**config.mk**
```make
export PLATFORM = sky130hd
export DESIGN_NAME = iir_stream_sequencer_flat
export DESIGN_NICKNAME = d
export VERILOG_FILES = /design/src/rtl/iir_stream_sequencer_pkg.sv /design/src/rtl/iir_stream_sequencer_if.sv /design/src/rtl/iir_stream_sequencer_sync_fifo.sv /design/src/rtl/iir_stream_sequencer.sv /design/src/flat_wrapper.sv
export SDC_FILE = /design/constraint.sdc
export NUM_CORES = 1
export LEC_CHECK = 0
export CAP_MARGIN = 30
export CORE_UTILIZATION = 47
export DETAILED_ROUTE_END_ITERATION = 16
export PLACE_DENSITY = 0.75
export SYNTH_ARGS = -nofsm -noshare
export SYNTH_HDL_FRONTEND = slang
export SYNTH_SLANG_ARGS = --single-unit
```
**constraint.sdc**
```tcl
create_clock -name clk -period 2.5 [get_ports clk]
set_clock_uncertainty 0.2 [all_clocks]
set_input_delay 0.5 -clock clk [delete_from_list [all_inputs] [get_ports clk]]
set_output_delay 0.5 -clock clk [all_outputs]
set_load 0.03 [all_outputs]
```
**src/rtl/iir_stream_sequencer_pkg.sv**
```systemverilog
// Shared definitions for the IIR stream sequencer slice.
//   - seq_state_t    : sequencer FSM states
//   - OPSIZE_DEFAULT : default sample width
//   - Q_ONE_MAX / Q_NEG_ONE : Q1.15 extreme values
package iir_pkg;

  localparam int unsigned OPSIZE_DEFAULT = 16;

  localparam logic [15:0] Q_ONE_MAX = 16'h7FFF;
  localparam logic [15:0] Q_NEG_ONE = 16'h8000;

  typedef enum logic [1:0] {
    IDLE,
    WAIT_BUSY,
    WAIT_DONE
  } seq_state_t;

endpackage

```
**src/rtl/iir_stream_sequencer_if.sv**
```systemverilog
// Stream and filter-handshake bundle for iir_stream_sequencer.
//   s_valid/s_ready/s_data : input sample stream
//   m_valid/m_ready/m_data : filtered output stream
//   filt_start/filt_xin    : issue side towards the filter core
//   filt_ready/filt_yout   : filter idle/result side
// master = sequencer view, slave = surrounding environment view.
interface iir_stream_sequencer_if #(
  parameter int unsigned OPSIZE = 16
);

  logic              s_valid;
  logic              s_ready;
  logic [OPSIZE-1:0] s_data;
  logic              m_valid;
  logic              m_ready;
  logic [OPSIZE-1:0] m_data;
  logic              filt_start;
  logic [OPSIZE-1:0] filt_xin;
  logic              filt_ready;
  logic [OPSIZE-1:0] filt_yout;

  modport master (
    input  s_valid, s_data, m_ready, filt_ready, filt_yout,
    output s_ready, m_valid, m_data, filt_start, filt_xin
  );

  modport slave (
    output s_valid, s_data, m_ready, filt_ready, filt_yout,
    input  s_ready, m_valid, m_data, filt_start, filt_xin
  );

endinterface

```
**src/rtl/iir_stream_sequencer_sync_fifo.sv**
```systemverilog
// sync_fifo: single-clock FIFO, synchronous active-high reset.
//   clk, reset : clock / reset (empties FIFO, pointers to 0)
//   push/wdata : write when push and not full
//   pop/rdata  : rdata shows the head combinationally; pop advances it
//   count      : occupancy 0..DEPTH
//   full/empty : occupancy flags
module sync_fifo #(
  parameter int unsigned OPSIZE = 16,
  parameter int unsigned DEPTH  = 4
) (
  input  logic                     clk,
  input  logic                     reset,
  input  logic                     push,
  input  logic [OPSIZE-1:0]        wdata,
  input  logic                     pop,
  output logic [OPSIZE-1:0]        rdata,
  output logic [$clog2(DEPTH):0]   count,
  output logic                     full,
  output logic                     empty
);

  localparam int unsigned AW = $clog2(DEPTH);
  localparam logic [AW-1:0] P_ONE = AW'(1);
  localparam logic [AW:0]   C_ONE = (AW + 1)'(1);
  localparam logic [AW:0]   C_MAX = (AW + 1)'(DEPTH);

  logic [OPSIZE-1:0] mem [DEPTH];
  logic [AW-1:0]     wr_ptr;
  logic [AW-1:0]     rd_ptr;
  logic              do_push;
  logic              do_pop;

  assign full    = (count == C_MAX);
  assign empty   = (count == '0);
  assign do_push = push && !full;
  assign do_pop  = pop && !empty;
  assign rdata   = mem[rd_ptr];

  // Storage needs no reset: occupancy alone decides what is valid.
  always_ff @(posedge clk) begin
    if (do_push) begin
      mem[wr_ptr] <= wdata;
    end
  end

  // DEPTH is a power of two, so pointer overflow is the modulo wrap.
  always_ff @(posedge clk) begin
    if (reset) begin
      wr_ptr <= '0;
      rd_ptr <= '0;
      count  <= '0;
    end else begin
      if (do_push) wr_ptr <= wr_ptr + P_ONE;
      if (do_pop)  rd_ptr <= rd_ptr + P_ONE;
      case ({do_push, do_pop})
        2'b10:   count <= count + C_ONE;
        2'b01:   count <= count - C_ONE;
        default: count <= count;
      endcase
    end
  end

endmodule

```
**src/rtl/iir_stream_sequencer.sv**
```systemverilog
// iir_stream_sequencer: feeds a non-pipelined start/ready IIR core from a
// valid/ready sample stream and returns its results on a valid/ready stream.
//   clk, reset  : clock / synchronous active-high reset
//   bus         : stream + filter handshake bundle (master view)
//   fifo_count  : input FIFO occupancy
//   busy        : a sample is in flight at the filter
//   err_timeout : sticky, set when the filter fails to finish within TIMEOUT
module iir_stream_sequencer
  import iir_pkg::*;
#(
  parameter int unsigned OPSIZE  = OPSIZE_DEFAULT,
  parameter int unsigned DEPTH   = 4,
  parameter int unsigned TIMEOUT = 64
) (
  input  logic                   clk,
  input  logic                   reset,
  iir_stream_sequencer_if.master bus,
  output logic [$clog2(DEPTH):0] fifo_count,
  output logic                   busy,
  output logic                   err_timeout
);

  localparam int unsigned TW = $clog2(TIMEOUT);
  localparam logic [TW-1:0] T_LAST = TW'(TIMEOUT - 1);
  localparam logic [TW-1:0] T_ONE  = TW'(1);

  seq_state_t        state;
  seq_state_t        next_state;
  logic              issue;
  logic              capture;
  logic              abort;
  logic              push;
  logic              fifo_full;
  logic              fifo_empty;
  logic [OPSIZE-1:0] head;
  logic [TW-1:0]     tcnt;
  logic              m_valid_q;
  logic [OPSIZE-1:0] m_data_q;
  logic              start_q;
  logic [OPSIZE-1:0] xin_q;
  logic              err_q;

  assign bus.s_ready    = !fifo_full;
  assign push           = bus.s_valid && !fifo_full;
  assign bus.m_valid    = m_valid_q;
  assign bus.m_data     = m_data_q;
  assign bus.filt_start = start_q;
  assign bus.filt_xin   = xin_q;
  assign busy           = (state != IDLE);
  assign err_timeout    = err_q;

  sync_fifo #(
    .OPSIZE(OPSIZE),
    .DEPTH (DEPTH)
  ) u_fifo (
    .clk   (clk),
    .reset (reset),
    .push  (push),
    .wdata (bus.s_data),
    .pop   (issue),
    .rdata (head),
    .count (fifo_count),
    .full  (fifo_full),
    .empty (fifo_empty)
  );

  always_ff @(posedge clk) begin
    if (reset) state <= IDLE;
    else       state <= next_state;
  end

  // Issue only when the output slot is empty or draining this cycle, so a
  // captured result can never be overwritten. A result arriving on the
  // last counted cycle still wins over the timeout.
  always_comb begin
    next_state = state;
    issue      = 1'b0;
    capture    = 1'b0;
    abort      = 1'b0;
    unique case (state)
      IDLE: begin
        if (!fifo_empty && bus.filt_ready && (!m_valid_q || bus.m_ready)) begin
          issue      = 1'b1;
          next_state = WAIT_BUSY;
        end
      end
      WAIT_BUSY: begin
        if (tcnt == T_LAST) begin
          abort      = 1'b1;
          next_state = IDLE;
        end else if (!bus.filt_ready) begin
          next_state = WAIT_DONE;
        end
      end
      WAIT_DONE: begin
        if (bus.filt_ready) begin
          capture    = 1'b1;
          next_state = IDLE;
        end else if (tcnt == T_LAST) begin
          abort      = 1'b1;
          next_state = IDLE;
        end
      end
      default: next_state = IDLE;
    endcase
  end

  always_ff @(posedge clk) begin
    if (reset) begin
      tcnt      <= '0;
      start_q   <= 1'b0;
      xin_q     <= '0;
      m_valid_q <= 1'b0;
      m_data_q  <= '0;
      err_q     <= 1'b0;
    end else begin
      start_q <= issue;
      if (issue) begin
        xin_q <= head;
      end

      if (issue) begin
        tcnt <= '0;
      end else if (busy && !capture && !abort) begin
        tcnt <= tcnt + T_ONE;
      end

      if (abort) begin
        err_q <= 1'b1;
      end

      if (capture) begin
        m_valid_q <= 1'b1;
        m_data_q  <= bus.filt_yout;
      end else if (m_valid_q && bus.m_ready) begin
        m_valid_q <= 1'b0;
      end
    end
  end

endmodule

```
**src/flat_wrapper.sv**
```systemverilog
// flat-port wrapper written by rule: the top's interface ports become plain ports
module iir_stream_sequencer_flat import iir_pkg::*;
#(
  parameter int unsigned OPSIZE  = OPSIZE_DEFAULT,
  parameter int unsigned DEPTH   = 4,
  parameter int unsigned TIMEOUT = 64
)
  (clk, reset, fifo_count, busy, err_timeout, bus_s_valid, bus_s_data, bus_m_ready, bus_filt_ready, bus_filt_yout, bus_s_ready, bus_m_valid, bus_m_data, bus_filt_start, bus_filt_xin);
  iir_stream_sequencer_if #(.OPSIZE(OPSIZE)) bus_i ();
  input  logic clk;
  input  logic reset;
  output logic [$clog2(DEPTH):0] fifo_count;
  output logic busy;
  output logic err_timeout;
  input wire logic [$bits(bus_i.s_valid)-1:0] bus_s_valid;
  input wire logic [$bits(bus_i.s_data)-1:0] bus_s_data;
  input wire logic [$bits(bus_i.m_ready)-1:0] bus_m_ready;
  input wire logic [$bits(bus_i.filt_ready)-1:0] bus_filt_ready;
  input wire logic [$bits(bus_i.filt_yout)-1:0] bus_filt_yout;
  output wire logic [$bits(bus_i.s_ready)-1:0] bus_s_ready;
  output wire logic [$bits(bus_i.m_valid)-1:0] bus_m_valid;
  output wire logic [$bits(bus_i.m_data)-1:0] bus_m_data;
  output wire logic [$bits(bus_i.filt_start)-1:0] bus_filt_start;
  output wire logic [$bits(bus_i.filt_xin)-1:0] bus_filt_xin;
  assign bus_i.s_valid = bus_s_valid;
  assign bus_i.s_data = bus_s_data;
  assign bus_i.m_ready = bus_m_ready;
  assign bus_i.filt_ready = bus_filt_ready;
  assign bus_i.filt_yout = bus_filt_yout;
  assign bus_s_ready = bus_i.s_ready;
  assign bus_m_valid = bus_i.m_valid;
  assign bus_m_data = bus_i.m_data;
  assign bus_filt_start = bus_i.filt_start;
  assign bus_filt_xin = bus_i.filt_xin;
  iir_stream_sequencer #(.OPSIZE(OPSIZE), .DEPTH(DEPTH), .TIMEOUT(TIMEOUT)) u_core (.clk(clk), .reset(reset), .bus(bus_i), .fifo_count(fifo_count), .busy(busy), .err_timeout(err_timeout));
endmodule
```
* After elaboration in Yosys (flattened, before gate mapping) *
Memory sizes are Yosys's and may differ from the RTL's. A register that Yosys moved wholly into a read port is not among the register bits.
Index checks and enable logic that the tools add are counted.

storage, ports and cells
  register bits after elaboration = 34
  RAM bits = 64
  input bits = 37
  output and inout bits = 40
  word-level logic and storage cells = 63
  memories = 1

operators by class
  add/sub/neg operators = 5
  eq/ne operators = 9
  mux-type cells = 18
  reduce and logical (&&, ||, !) cells = 21

memories
  memory             words  bits a word  rd ports  clocked after Yosys merged registers in  write ports  RTL line                              source
  u_core.u_fifo.mem  4      16           1         1                                        1            iir_stream_sequencer_sync_fifo.sv:27  logic [OPSIZE-1:0] mem [DEPTH];

operator list
  cell                                                                     number
  1-bit 2-to-1 mux                                                         10
  2-bit 2-to-1 mux                                                         5
  1-bit logical AND                                                        8
  6-bit by 1-bit adder with 6-bit output, second input constant            1
  6-bit == test, second input constant                                     1
  3-bit by 2-bit inequality test with 1-bit output, second input constant  2
  2-bit case mux with 3 select lines                                       1
  3-bit case mux with 2 select lines                                       1
  2-bit nonzero test                                                       3
  1-bit zero test                                                          5
  2-bit by 1-bit adder with 2-bit output, second input constant            2
  2-bit by 1-bit == test with 1-bit output, second input constant          2
  2-bit == test, second input constant                                     2
  3-bit by 1-bit adder with 3-bit output, second input constant            1
  3-bit == test, second input constant                                     1
  3-bit zero test                                                          1
  3-bit AND reduction                                                      1
  3-bit by 1-bit subtractor with 3-bit output, second input constant       1
  2-bit zero test                                                          1
  2-bit by 1-bit inequality test with 1-bit output, second input constant  1
  1-bit case mux with 2 select lines                                       1
  2-bit OR reduction                                                       1
  1-bit logical OR                                                         1

* Logic depth before layout (Yosys ltp) *
Gate-level depths: netlist (run 1).

  depth after elaboration = 9
  mapped depth = 12
  gate-level depth less buffers = 11

* Modules after synthesis *
From an unflattened synthesis (run 1), not the netlist that was laid out.

unflattened totals
  cell total of the unflattened synthesis = 353
  area, all modules = 4601.9 µm²

by module, submodules not included
  module                times used  cells an instance  area an instance (µm²)  seq. area each (µm²)
  sync_fifo             1           138                2821.5                  2102.0
  iir_stream_sequencer  1           215                1780.5                  860.8

* Worst setup path before layout (run 1) *
No wires, ideal clock.

  path type = register -> register
  start = register u_core.u_fifo.count[2]
  end = register u_core.u_fifo.count[2]
  library setup time = 0.070 ns
  arrival time = 2.528 ns
  data required time = 2.230 ns
  setup slack = -0.298 ns
  cell stages (with the launch flop) = 10
  path buffers = 0
  clock period less this slack = 2.798 ns
  cell sequence = dfxtp_1 > or3b_1 > and2_4 > inv_1 > ha_1 > inv_1 > fa_1 > xor2_1 > or3_1 > a21oi_1

on the way
  elaborated cells on any way between the ends = 17
  those cells by class = add/sub (2); eq/ne (3); mux (3); reduce/logical (9)

RTL lines
  element                                                                           RTL line                              source
  start, declared                                                                   iir_stream_sequencer_sync_fifo.sv:17  output logic [$clog2(DEPTH):0] count,
  start signal, assigned                                                            iir_stream_sequencer_sync_fifo.sv:56  2'b10: count <= count + C_ONE;
  start signal, assigned                                                            iir_stream_sequencer_sync_fifo.sv:57  2'b01: count <= count - C_ONE;
  start signal, assigned                                                            iir_stream_sequencer_sync_fifo.sv:58  default: count <= count;
  3-bit == test (*)                                                                 iir_stream_sequencer_sync_fifo.sv:33  assign full = (count == C_MAX);
  1-bit zero test (*)                                                               -
  via bus_s_ready                                                                   flat_wrapper.sv:20                    output wire logic [$bits(bus_i.s_ready)-1:0] bus_s_ready;
  1-bit logical AND                                                                 iir_stream_sequencer.sv:44            assign push = bus.s_valid && !fifo_full;
  1-bit logical AND (*)                                                             iir_stream_sequencer_sync_fifo.sv:35  assign do_push = push && !full;
  2-bit by 1-bit == test with 1-bit output / 2-bit == test (equally long branches)  iir_stream_sequencer_sync_fifo.sv:55  case ({do_push, do_pop})
  3-bit case mux with 2 select lines / 2-bit nonzero test (equally long branches)   -

Mark *: on every way through the listed nets, which the timed path passes. The rest lies on a longest branch.
A chain may end at the register's enable or synchronous reset.

* Worst setup path in the final report (run 1) *
  start = register u_core.u_fifo.count[1]
  end = output bus_s_ready

on the way
  word-level cells in the longest chain between the ends = 2

RTL lines
  element          RTL line                              source
  3-bit == test    iir_stream_sequencer_sync_fifo.sv:33
  1-bit zero test  iir_stream_sequencer.sv:43            assign bus.s_ready = !fifo_full;
  end, declared    flat_wrapper.sv:20

Every way passes these cells.

==> results of run 1 <==
[per-stage QoR]
stage / instance area [um2] / cells
2_1_floorplan: 4470 / 337
3_3_place_gp: 5430 / 526
3_5_place_dp: 5430 / 526
4_1_cts: 6030 / 558
5_1_grt: 6060 / 560
6_report: 6060 / 560
[final cells by class]
| type | count | area share, % |
|---|---|---|
| sequential | 114 | 48.3 |
| multi-input combinational | 197 | 23.4 |
| clock inverter | 6 | 0.971 |
| timing repair buffer | 95 | 15.2 |
| inverter | 11 | 0.723 |
| clock buffer | 26 | 9.11 |
| tap | 111 | 2.29 |
[worst max-delay path: cells and delay by family, from the launching register on]
family	cells	cell delay, ns
AND/OR/NAND/NOR	1	0.40
buffers and inverters	2	0.50
flip-flops	1	0.34
[placed cells by master, fill, tap and decap left out, types with 2 or more instances in the layout]
cell type,instances
sky130_fd_sc_hd__clkdlybuf4s50_1,73
sky130_fd_sc_hd__nand2_1,66
sky130_fd_sc_hd__edfxtp_1,64
sky130_fd_sc_hd__dfxtp_1,47
sky130_fd_sc_hd__a21oi_1,30
sky130_fd_sc_hd__clkbuf_16,19
sky130_fd_sc_hd__buf_4,17
sky130_fd_sc_hd__mux4_2,16
sky130_fd_sc_hd__nor2_1,11
sky130_fd_sc_hd__a21oi_2,10
sky130_fd_sc_hd__inv_1,9
sky130_fd_sc_hd__ha_1,8
sky130_fd_sc_hd__o21ai_0,7
sky130_fd_sc_hd__nand3_1,6
sky130_fd_sc_hd__and3_1,5
sky130_fd_sc_hd__xor2_1,5
sky130_fd_sc_hd__clkbuf_8,5
sky130_fd_sc_hd__or3_1,4
sky130_fd_sc_hd__inv_4,4
sky130_fd_sc_hd__a31oi_1,4
sky130_fd_sc_hd__nand2_2,3
sky130_fd_sc_hd__nand4_1,2
sky130_fd_sc_hd__o211ai_2,2
sky130_fd_sc_hd__xnor2_1,2
sky130_fd_sc_hd__clkbuf_1,2
sky130_fd_sc_hd__clkinv_2,2
sky130_fd_sc_hd__dlygate4sd2_1,2
sky130_fd_sc_hd__buf_12,2
sky130_fd_sc_hd__dfxtp_2,2
[cells in the mapped netlist (5+ instances only)]
| master | number |
|---|---|
| sky130_fd_sc_hd__a21oi_2 | 9 |
| sky130_fd_sc_hd__and3_1 | 5 |
| sky130_fd_sc_hd__or3_1 | 5 |
| sky130_fd_sc_hd__nand3_1 | 6 |
| sky130_fd_sc_hd__ha_1 | 9 |
| sky130_fd_sc_hd__nor2_1 | 11 |
| sky130_fd_sc_hd__xor2_1 | 5 |
| sky130_fd_sc_hd__mux4_2 | 16 |
| sky130_fd_sc_hd__edfxtp_1 | 64 |
| sky130_fd_sc_hd__dfxtp_1 | 50 |
| sky130_fd_sc_hd__nand2_1 | 66 |
| sky130_fd_sc_hd__inv_1 | 10 |
| sky130_fd_sc_hd__a21oi_1 | 31 |
| sky130_fd_sc_hd__o21ai_0 | 7 |
[state kept, by name, indices dropped and copies added, names as in the netlist]
register               cells
u_core.bus.m_valid         1
u_core.state               2
u_core.u_fifo.rd_ptr       2
u_core.tcnt                6
u_core.bus.m_data         16
u_core.err_timeout         1
u_core.u_fifo.count        3
u_core.u_fifo.wr_ptr       2
u_core.u_fifo.mem         64
u_core.bus.filt_start      1
u_core.bus.filt_xin       16
[logic make-up after synthesis]
logic type / count (synthesis) / synth area share, %
DFF: 114 / 65.6
adders and majority gates: 10 / 2.98
xor gates and xnor gates: 7 / 1.38
AOI/OAI and AO/OA: 57 / 7.89
muxes: 17 / 8.34
and+or+nand+nor: 106 / 10.8
buffers and inverters: 26 / 3.03
[layer usage]
layer | up-vias | track usage (%)
met5 | - | 0
met4 | 0 | 9.39
met3 | 16 | 5.55
met2 | 79 | 34.2
met1 | 1415 | 22.7
li1 | 1415 | -
[what timing repair did]
item / 4_1_cts / 5_1_grt
setup buffers: 0 / 2
resized for setup: 2 / 3
pin swaps: 0 / 3
endpoints found under the setup margin: 2 / 1
hold endpoints to repair: 0 / 0
[final timing paths]
check | from | to | slack (ns) | cells after the start
max | u_core.u_fifo.count[1] | bus_s_ready | 0.04 | 3
min | reset | u_core.err_timeout | 0.20 | 2
max reg2reg | u_core.u_fifo.count[1] | u_core.u_fifo.count[2] | 0.04 | 9
min reg2reg | u_core.bus.filt_xin[4] | u_core.bus.filt_xin[4] | 0.26 | 2
[power by group through the flow]
stage          combinational [W]  clock [W]  sequential [W]
4_1_cts                  0.00176    0.00245         0.00240
3_5_place_dp             0.00175          0         0.00243
5_1_grt                  0.00189    0.00254         0.00242
3_3_place_gp             0.00171          0         0.00241
2_1_floorplan           0.000972          0         0.00260
6_report                 0.00176    0.00241         0.00240
==> results.md, run 1 <==
| Metric | Reported |
|:---|:---|
| Top fanout value on the critical path | 5 |
| Overall Power | 0.00657 W |
| Overall die area | 0.00987 mm2 |
| Wire length of the first global-routing pass | 14400 um |
| CTS Root Cell | sky130_fd_sc_hd__clkbuf_8 |
| Overall fraction of global-route tracks in use | 19.8% |
| Met2 wirelength from detailed routing | 4680 um |
| Yosys warning total | 0 |
| CTS Buffer Depth | 2 |
| Total area of multi-input combinational cells | 0.00142 mm2 |
| Number of buffers added by the clock tree synthesis step | 17 |
| Transition time of the tightest slew-check pin | 0.551 ns |
| Area of the core | 0.00920 mm2 |
| Detailed-router iteration count before antenna repair | 5 |
| Vertical die dimension | 99.4 um |
| Final setup margin | 0.0364 ns |
| Cell breakdown of the critical path | or3b_4, buf_4, dlygate4sd2_1 |
| Sw Share | 29.6% |
| Worst endpoint data arrival time | 1.76 ns |
| Post-place setup slack | -0.323 ns |
| Count of routing violations after the opening detailed-route iteration | 121 |
| Post-synthesis area per instance | 13.2 um2 |
| Met1 wire length | 3820 um |
| Final net count | 483 |
| GR Overflow Total | 0 |
| Final worst hold slack | 0.205 ns |
| Setup Crit Path Kind | reg -> out |
| Port Buffer Count | 76 |
| FF/Latch Area | 0.00293 mm2 |
| Count of antenna diodes in the layout | 0 |
| Clock latency of the later-clocked register in the worst-skew pair | 0.51 ns |
| Shortest clock period the worst path allows after layout | 2.46 ns |
| GP Congestion | 0.789 |
| Sum of negative setup slack | 0 ns |
| Number of library cell types mapped by synthesis | 39 |
| Vias | 2925 |
| Final hold violation count | 0 |
| Required @ worst endpoint | 1.80 ns |
| Effective utilization at floorplan | 48.4% |
| Kind of end point of the critical path | primary output |
| Largest net degree at the start of global routing | 33 |
| Detailed-route vias per instance | 5.22 |
| Maximum ir drop on the vdd rail | 0.000758 V |
| Post-Synthesis Net Count | 384 |
| Result of the run | completed |
| Max-slew headroom at the worst pin | 63.3% |
| Drc violations | 0 |
| CTS tree | built |
| Sequential element share of the synthesized area | 65.6% |
| Std-Cell Rows | 35 |
| DR WL/cell | 16.3 um |
| Filler Cell Count | 667 |
| Maximum clock frequency | 406 MHz |
| Top Ports | 77 |
| Mapped cell area | 0.00445 mm2 |
| Met3 layer wire length in the routed design | 472 um |
| Via count of the first global-routing pass | 2948 |
| Number of hold buffers added after CTS | 0 |
| Layout cell share with drive strength beyond 1 | 21.2% |
| Dominant synthesized flop cell | sky130_fd_sc_hd__edfxtp_1 |
| Share of the cycle needed by the critical path after routing | 98.5% |
| Min-delay worst type | in -> reg |
| Part of the power in the clock network | 36.7% |
| Ratio of total power to cell area | 1080 mW/mm2 |
| Static leakage power | 2.11 nW |
| Proportion of register bits with asynchronous set or reset after synthesis | 0% |
| CP peak stage delay | 0.40 ns |
| Cell Int Power | 0.00462 W |
| Slowest cell on the critical path | sky130_fd_sc_hd__or3b_4 |
| Post-synthesis to final-layout area growth | 36.0% |
| Relative contribution of combinational cells to total power | 26.8% |
| Number of flops mapped to enable cells by yosys | 64 |
| Syn Inst Count | 337 |
| Wire length reported by the detailed router | 9120 um |
| Max-cap viol count | 0 |
| Top routing layer in use | met4 |
| Switching component of the power | 0.00194 W |
| Sequential cell fraction of total power | 36.5% |
| Clock sink count | 114 |
| Type of origin of the critical path | register |
| Chip Width | 99.4 um |
| Post-route antenna net violation count | 0 |
| Worst-path clk slew | 0.05 ns |
| CTS H-Tree Depth | 4 |
| Cells taking the most area after synthesis | sky130_fd_sc_hd__edfxtp_1 43%, sky130_fd_sc_hd__dfxtp_1 22%, sky130_fd_sc_hd__mux4_2 8.1% |
| Initial antenna violation count | 0 |
| Final core occ | 65.9% |
| Flip-flop and latch count after synthesis | 114 |
| Fraction of synthesized cell area taken by the top area cell type | 43.1% |
| DP Wirelength | 5690 um |
| Max-slew violation count | 0 |
| Final setup vio count | 0 |
| Cell accounting for the most synthesized area | sky130_fd_sc_hd__edfxtp_1 |
Power figures use the tool's default switching activity.
==> run 2: changes to the inputs <==
--- a/config.mk
+++ b/config.mk
@@ -9,6 +9,8 @@
 export CORE_UTILIZATION = 47
 export DETAILED_ROUTE_END_ITERATION = 16
 export PLACE_DENSITY = 0.75
+export RECOVER_POWER = 50
+export REMOVE_ABC_BUFFERS = 1
 export SYNTH_ARGS = -nofsm -noshare
 export SYNTH_HDL_FRONTEND = slang
 export SYNTH_SLANG_ARGS = --single-unit
==> results.md, run 2 (same netlist as run 1, synthesis figures left out) <==
| Metric | Reported |
|:---|:---|
| Area of the core | 0.00920 mm2 |
| Worst endpoint data arrival time | 1.75 ns |
| GP Congestion | 0.787 |
| DP Wirelength | 5680 um |
| Post-place setup slack | -0.304 ns |
| Critical hold path startpoint | reset |
| Final setup margin | 0.0515 ns |
| CTS tree | built |
| Detailed-router iteration count before antenna repair | 5 |
| Maximum clock frequency | 408 MHz |
| DR WL/cell | 16.2 um |
| Slowest cell on the critical path | sky130_fd_sc_hd__or3b_4 |
| Layout Cell Area excl Fill | 0.00601 mm2 |
| Most common cell after layout, fill and taps aside | sky130_fd_sc_hd__nand2_1 |
| Post-synthesis to final-layout area growth | 34.9% |
| CTS Root Cell | sky130_fd_sc_hd__clkbuf_8 |
| GR Overflow Total | 0 |
| Vias | 2949 |
| Maximum ir drop on the vdd rail | 0.000697 V |
| Via count of the first global-routing pass | 3039 |
| Overall fraction of global-route tracks in use | 20.5% |
| Count of routing violations after the opening detailed-route iteration | 128 |
| Ratio of total power to cell area | 1080 mW/mm2 |
| Top fanout value on the critical path | 5 |
| Clock latency of the later-clocked register in the worst-skew pair | 0.52 ns |
| Number of hold buffers added after CTS | 0 |
| Required @ worst endpoint | 1.80 ns |
| Layout cell share with drive strength beyond 1 | 21.0% |
| Detailed-route vias per instance | 5.23 |
| Terminus of the critical flop-to-flop path | u_core.u_fifo.count[2] |
| CTS Buffer Depth | 2 |
| Min-delay worst type | in -> reg |
| Largest reg by FF count | u_core.u_fifo.mem |
| Chip Width | 99.4 um |
| Effective utilization at floorplan | 48.4% |
| Vertical die dimension | 99.4 um |
| Drc violations | 0 |
| Wire length reported by the detailed router | 9140 um |
| Post-route antenna net violation count | 0 |
| Max-cap viol count | 0 |
| Worst-case reg-to-reg path depth | 9 |
| Result of the run | completed |
| Most frequent cells in the layout | 66 x sky130_fd_sc_hd__nand2_1, 64 x sky130_fd_sc_hd__edfxtp_1, 57 x sky130_fd_sc_hd__clkdlybuf4s50_1 |
| Clock sink count | 114 |
| Max-slew headroom at the worst pin | 48.6% |
| Final hold violation count | 0 |
| Share of the cycle needed by the critical path after routing | 97.9% |
| Max-slew violation count | 0 |
| Final net count | 487 |
| Kind of end point of the critical path | primary output |
| Largest register FFs | 64 |
| Start of the worst register-to-register path | u_core.u_fifo.count[1] |
| Final setup vio count | 0 |
| Setup Crit Path Kind | reg -> out |
| CTS H-Tree Depth | 4 |
| Wire length of the first global-routing pass | 15000 um |
| Count of antenna diodes in the layout | 0 |
| Hold Path Depth | 2 |
| Static leakage power | 2.09 nW |
| Type of origin of the critical path | register |
| CP peak stage delay | 0.37 ns |
| Worst Hold Path EP | u_core.err_timeout |
| Top Ports | 77 |
| Largest net degree at the start of global routing | 22 |
| Setup slack of the worst register-to-register path | 0.11 ns |
| Initial antenna violation count | 0 |
| Transition time of the tightest slew-check pin | 0.771 ns |
| Cell breakdown of the critical path | or3b_4, clkbuf_1, dlygate4sd2_1 |
| Port Buffer Count | 76 |
| Overall die area | 0.00987 mm2 |
| Number of buffers added by the clock tree synthesis step | 17 |
| Cell area after placement | 0.00543 mm2 |
| Worst-path clk slew | 0.06 ns |
| Std-Cell Rows | 35 |
| Shortest clock period the worst path allows after layout | 2.45 ns |
==> run 2: changes by cell type in the layout (fill, tap and decap cells not counted), moves of 2 or more <==
cell                              delta
sky130_fd_sc_hd__clkinvlp_4          +2
sky130_fd_sc_hd__clkbuf_8            -4
sky130_fd_sc_hd__clkdlybuf4s50_1    -16
sky130_fd_sc_hd__clkbuf_2            +4
sky130_fd_sc_hd__clkinv_2            -2
sky130_fd_sc_hd__dlygate4sd3_1      +16
sky130_fd_sc_hd__clkinv_4            +4
sky130_fd_sc_hd__inv_6               +6
sky130_fd_sc_hd__inv_4               -3
sky130_fd_sc_hd__buf_12              -2
sky130_fd_sc_hd__clkbuf_16           -3
==> run 2: area by class of cell <==
type / instances / area [um2]
clock inverter: 15 / 174
timing repair buffer: 99 / 908
sequential: 114 / 2930
clock buffer: 17 / 414
fill: 699 / 3190
inverter: 11 / 43.8
multi-input combinational: 197 / 1400
tap: 111 / 139
==> run 2: critical path: cells and delay by family (launching register included) <==
family | cells | cell delay, ns
and+or+nand+nor | 1 | 0.37
buffers and inverters | 2 | 0.52
DFF | 1 | 0.34
==> run 2: repair_timing <==
| item | in CTS | in global routing |
|---|---|---|
| resized for setup | 2 | 6 |
| pin swaps | 0 | 2 |
| endpoints found under the setup margin | 2 | 2 |
| setup buffers | 0 | 0 |
==> run 2: stage by stage <==
stage / power [W] / TNS, ns / cells / util [%] / hold slack, ns
final: 0.00651 / 0 / 564 / 65.3 / 0.227
after global routing: 0.00680 / -0.00400 / 564 / 65.3 / 0.241
after CTS: 0.00656 / 0 / 564 / 65.4 / 0.215
after detailed placement: 0.00417 / -0.375 / 532 / 59.0 / 0.248
after global placement: 0.00412 / -0.232 / 532 / 59.0 / 0.241
after floorplan: 0.00346 / -0.357 / 322 / - / 0.263
==> run 2: per-layer routing <==
layer	up-vias	global-route usage (%)	share of wire (%)
li1	1423	-	-
met1	1406	24.8	43
met2	94	33.2	49
met3	26	6.47	5.1
met4	0	10.3	2.2
met5	-	0	0
==> run 2: how the worst max path moves through the flow <==
stage	start	endpoint	slack (ns)	depth (start not counted)
finish	u_core.u_fifo.count[1]	bus_s_ready	0.05	3
global route	u_core.state[0]	u_core.u_fifo.count[2]	-0.004	11
CTS	u_core.u_fifo.count[1]	bus_s_ready	0.02	3
detailed placement	bus_filt_ready	u_core.u_fifo.count[2]	-0.30	10
global placement	bus_filt_ready	u_core.u_fifo.count[2]	-0.23	10
floorplan	u_core.u_fifo.count[2]	u_core.u_fifo.count[2]	-0.30	9
==> run 2: report_power, final <==
part / internal [W] / switching [W]
registers: 0.00225 / 0.000121
clock network: 0.00145 / 0.000927
logic: 0.000760 / 0.00101
